`src/rtl/fetch_queue.sv`:
```
// fetch_queue: instruction fetch queue between the instruction cache and decode.
// Each accepted fetch word carries two 32-bit instructions. An aligned word
// (in_pc[2]=0) enqueues both. An unaligned word enqueues only the upper
// instruction. Decode sees the two oldest entries combinationally and consumes
// 0..2 of them per cycle.
//
// Ports:
//   clk        rising-edge clock
//   rst        asynchronous reset, active-high
//   flush      discard all queued entries at the next edge
//   in_valid   fetch word present
//   in_pc      fetch word address (bits [1:0] are zero)
//   in_data    {instr at pc|4, instr at pc&~4}
//   in_ready   room for a full two-instruction word (count <= DEPTH-2)
//   out_valid  [0]: head present, [1]: head+1 present
//   out_instr0/out_pc0  head entry
//   out_instr1/out_pc1  head+1 entry
//   deq_cnt    entries consumed this cycle (clamped to count)
//   count      occupied entries
module fetch_queue #(
    parameter int unsigned DEPTH = 8
) (
    input  logic                     clk,
    input  logic                     rst,
    input  logic                     flush,
    input  logic                     in_valid,
    input  logic [31:0]              in_pc,
    input  logic [63:0]              in_data,
    output logic                     in_ready,
    output logic [1:0]               out_valid,
    output logic [31:0]              out_instr0,
    output logic [31:0]              out_instr1,
    output logic [31:0]              out_pc0,
    output logic [31:0]              out_pc1,
    input  logic [1:0]               deq_cnt,
    output logic [$clog2(DEPTH):0]   count
);

    localparam int unsigned PW = $clog2(DEPTH);
    localparam int unsigned CW = PW + 1;

    if (DEPTH < 4 || (DEPTH & (DEPTH - 1)) != 0) begin : g_bad_depth
        $error("fetch_queue: DEPTH must be a power of two and at least 4");
    end

    // Storage is deliberately left without reset.
    logic [31:0]   pc_mem    [DEPTH];
    logic [31:0]   instr_mem [DEPTH];

    logic [PW-1:0] head;
    logic [PW-1:0] tail;
    logic [PW-1:0] head_p1;
    logic [PW-1:0] tail_p1;
    logic          push_en;
    logic          push_two;
    logic [1:0]    push_n;
    logic [1:0]    pop_n;
    logic [CW-1:0] deq_ext;

    always_comb begin
        deq_ext  = CW'(deq_cnt);
        head_p1  = head + PW'(1);
        tail_p1  = tail + PW'(1);
        // Ready is a pure function of registered count so that upstream
        // never sees a combinational path from deq_cnt or flush.
        in_ready = (count <= CW'(DEPTH - 2));
        push_en  = in_valid & in_ready & ~flush;
        push_two = ~in_pc[2];
        push_n   = '0;
        if (push_en) begin
            push_n = push_two ? 2'd2 : 2'd1;
        end
        // Over-consumption is clamped; deq_cnt > count implies count < 3,
        // so the low two bits of count hold its full value.
        pop_n = '0;
        if (!flush) begin
            if (deq_ext > count) begin
                pop_n = count[1:0];
            end else begin
                pop_n = deq_cnt;
            end
        end
    end

    always_ff @(posedge clk or posedge rst) begin
        if (rst) begin
            head  <= '0;
            tail  <= '0;
            count <= '0;
        end else if (flush) begin
            head  <= '0;
            tail  <= '0;
            count <= '0;
        end else begin
            head  <= head + PW'(pop_n);
            tail  <= tail + PW'(push_n);
            count <= count + CW'(push_n) - CW'(pop_n);
        end
    end

    // Second slot of an aligned push wraps naturally through tail_p1.
    always_ff @(posedge clk) begin
        if (push_en) begin
            if (push_two) begin
                pc_mem[tail]     <= in_pc;
                instr_mem[tail]  <= in_data[31:0];
                pc_mem[tail_p1]    <= in_pc + 32'd4;
                instr_mem[tail_p1] <= in_data[63:32];
            end else begin
                pc_mem[tail]     <= in_pc;
                instr_mem[tail]  <= in_data[63:32];
            end
        end
    end

    always_comb begin
        out_valid[0] = (count != '0);
        out_valid[1] = (count >= CW'(2));
        out_pc0      = pc_mem[head];
        out_instr0   = instr_mem[head];
        out_pc1      = pc_mem[head_p1];
        out_instr1   = instr_mem[head_p1];
    end

    a_deq_le_count: assert property (@(posedge clk) disable iff (rst) deq_ext <= count)
        else $error("fetch_queue: deq_cnt exceeds count");

    a_count_le_depth: assert property (@(posedge clk) disable iff (rst) count <= CW'(DEPTH))
        else $error("fetch_queue: count exceeds DEPTH");

endmodule

```
`config.mk`:
```
export PLATFORM = sky130hd
export DESIGN_NAME = fetch_queue
export DESIGN_NICKNAME = d
export VERILOG_FILES = /design/src/rtl/fetch_queue.sv
export SDC_FILE = /design/constraint.sdc
export NUM_CORES = 1
export LEC_CHECK = 0
export BUFFER_PORTS_ARGS = -buffer_cell sky130_fd_sc_hd__buf_2
export CELL_PAD_IN_SITES_DETAIL_PLACEMENT = 1
export CELL_PAD_IN_SITES_GLOBAL_PLACEMENT = 1
export CORE_MARGIN = 1
export CORE_UTILIZATION = 47
export DETAILED_ROUTE_END_ITERATION = 8
export PLACE_DENSITY_LB_ADDON = 0.1
export SLEW_MARGIN = 5
export SYNTH_ARGS = -nofsm -noshare
export SYNTH_HDL_FRONTEND = slang
export SYNTH_SLANG_ARGS = --single-unit
```
`constraint.sdc`:
```
create_clock -name clk -period 6.63 [get_ports clk]
set_input_delay 0.663 -clock clk [delete_from_list [all_inputs] [get_ports clk]]
set_output_delay 0.663 -clock clk [all_outputs]
set_load 0.05 [all_outputs]
```
==> results by group <==
Outcome
  • Status: finished clean

Floorplanning
  • Die Width: 254 um
  • Core ar.: 63000 um^2
  • Starting Density: 47.6%
  • Row cnt: 92
  • I/O pin count: 237
  • Die span in y: 254 um
  • Die Area: 64700 um^2

Detailed routing
  • Post-DR wirelength/cell: 29.6 um
  • 1st-iter DRT viols: 1066
  • Antenna viol nets, final: 0
  • Detailed-router iteration count before antenna repair: 5
  • DR vias/cell: 6.19
  • WL final: 82200 um
  • Via count: 17200
  • # DRC: 0

Setup path
  • Crit path DAT: 4.25 ns
  • Worst setup SP type: flip-flop
  • R2R cell count: 6
  • Critical path fanouts, max: 47
  • Critical path start-end classification: reg2out
  • CP Data Required Time: 5.97 ns
  • CP Capture Type: output pin

Clock tree
  • CTS max path bufs: 3
  • Setup bufs post-CTS: 0
  • CTS Buf Count: 59
  • Clock sink total: 522
  • Clk slew on worst S/H paths: 0.06 ns
  • Root buf cell: clkbuf_16
  • H-tree Lvls: 2
  • CTS-repair resized insts: 0
  • Hold buffer count at CTS: 0
  • Clock Latency Late Sink: 0.63 ns
  • CTS tree: done

Placement
  • GP Congestion: 0.779
  • Pre-CTS setup slack: 2.23 ns
  • Area of placed instances: 31600 um^2
  • Post-DP HPWL: 48300 um
  • PortBufs: 236
  • Dpl cells: 2671

Final layout
  • Ratio of cells with drive above 1 in the final layout: 54.9%
  • Finished Cell Area: 33500 um^2
  • Finished Layout Cells: 2781
  • Nets@finish: 2005
  • Synth-to-layout area growth: 11.9%

Timing
  • Tightest Pin Transition: 1.07 ns
  • Post-layout min period: 4.92 ns
  • Final setup viols: 0
  • Final count of hold timing violations: 0
  • Worst hold slack: 0.0401 ns
  • Setup TNS: 0 ns
  • Fin. max-slew vios: 0
  • Final Cycle Share: 74.2%
  • Max Freq: 203 MHz
  • RSZ-0062 raised after global routing: false
  • Final setup margin: 1.71 ns
  • Clk_skew: 0.0132 ns
  • Slew margin rel.: 28.9%

Global routing
  • GRT Resource Usage Total: 25.6%
  • Largest net degree at the start of global routing: 145
  • Antenna violations before repair: 10
  • First-pass GRT wire length: 121000 um
  • Vias in the first global route: 18700
  • Grt total ovfl: 0

Logic synthesis
  • Post-synthesis cell type count: 56
  • Synth Cell Area: 29900 um^2
  • Ys flop type: edfxtp_1
  • Syn Inst Count: 1819
  • Area contributors post-synth: edfxtp_1 51%, mux4_2 19%, mux2_2 14%
  • FF+latch count, synth: 522
  • Synth area leader: edfxtp_1
  • Ys Warns: 0
  • Asr flop ratio synth: 1.92%
  • Synthesized Nets: 1938
  • Post-synth top cells: 512 x edfxtp_1, 365 x mux2_2, 256 x mux4_2
  • Most frequent cell after synthesis: edfxtp_1
  • Mapped Avg Cell Area: 16.5 um^2
  • Number of synthesized flops with an enable pin: 512
  • Yosys top cell area share: 51.3%
  • Register area share after synthesis: 52.2%

Flow run
  • Max-cap violation count: 0

Power and ir drop
  • PwrDens: 376 nW/um^2
  • Leakage: 10.8 nW
  • Max VDD drop: 209 uV

Worst hold path
  • Worst Hold Class: in2async
-- worst max-delay path, cell delays in order (launching register included) --
cell and delay, ns:
dfrtp_4 1.11, ha_4 0.93, buf_4 0.48, mux4_2 0.55
mux2_2 0.30, buf_2 0.22
-- final timing paths --
kind	endpoint	slack (ns)	startpoint
min	head[2]	0.04	rst
min reg2reg	count[3]	0.80	count[3]
max reg2reg	instr_mem[6][30]	2.53	tail[0]
max	out_instr1[11]	1.71	head[1]
min in group clk	pc_mem[7][31]	0.32	in_pc[31]
max in group asynchronous	head[1]	6.25	rst
-- registers in the layout (all words and copies together), names as in the netlist --
name / flops
tail: 3
head: 3
count: 4
pc_mem: 256
instr_mem: 256
-- cell families (layout without fill, tap and decap cells) --
kind of cell    Yosys count  after routing  share of synthesized area (%)
other cells               0              5                              0
simple gates            205            205                           4.80
mux                     650            650                           34.1
buf+inv                 285            396                           4.14
flops                   522            522                           52.2
compound gates           21             21                          0.501
xor+xnor                119            119                           3.53
fa+ha+maj                17             17                          0.810
-- layout by cell type, fill, tap and decap left out, types with 12 or more instances in the layout --
cell type,instances
edfxtp_1,512
nand2_1,19
nor3_1,54
clkinv_1,13
inv_1,17
mux4_2,256
xnor2_1,14
mux2_2,365
nand3_1,15
buf_4,36
clkbuf_16,61
mux2_1,27
nor2_1,17
buf_2,236
xor2_1,102
ha_1,12
nor4_2,41
-- final cells by class --
| class | instances | area (um^2) |
|---|---|---|
| Fill cell | 5819 | 29500 |
| Sequential cell | 522 | 15600 |
| Multi-Input combinational cell | 1012 | 13300 |
| Clock buffer | 71 | 1560 |
| Timing Repair Buffer | 274 | 1490 |
| Tap cell | 846 | 1060 |
| Clock inverter | 34 | 384 |
| Inverter | 17 | 63.8 |
| Antenna cell | 5 | 12.5 |
-- through the flow --
| step | total power [mW] | util [%] |
|---|---|---|
| 5_1_grt | 13.1 | 53.2 |
| 6_report | 12.6 | 53.2 |
| 3_3_place_gp | 9.30 | 50.1 |
| 3_5_place_dp | 9.36 | 50.1 |
| 2_1_floorplan | 8.11 | - |
| 4_1_cts | 12.7 | 53.2 |
-- per-layer routing --
| layer | track usage, % | up-vias | wire length [um] |
|---|---|---|---|
| met5 | 0 | - | 50 |
| met4 | 6.75 | 10 | 1710 |
| met3 | 4.28 | 131 | 4140 |
| met2 | 44.6 | 438 | 42600 |
| met1 | 33.2 | 9285 | 33800 |
| li1 | - | 7354 | - |
-- power breakdown --
part	switching [mW]	total, mW	internal [mW]	leakage [nW]
clock network	1.35	3.35	2.01	0.951
registers	0.173	3.96	3.79	4.76
logic	3.28	5.28	1.99	5.11
Note: power is estimated with default switching activity, not from simulation.
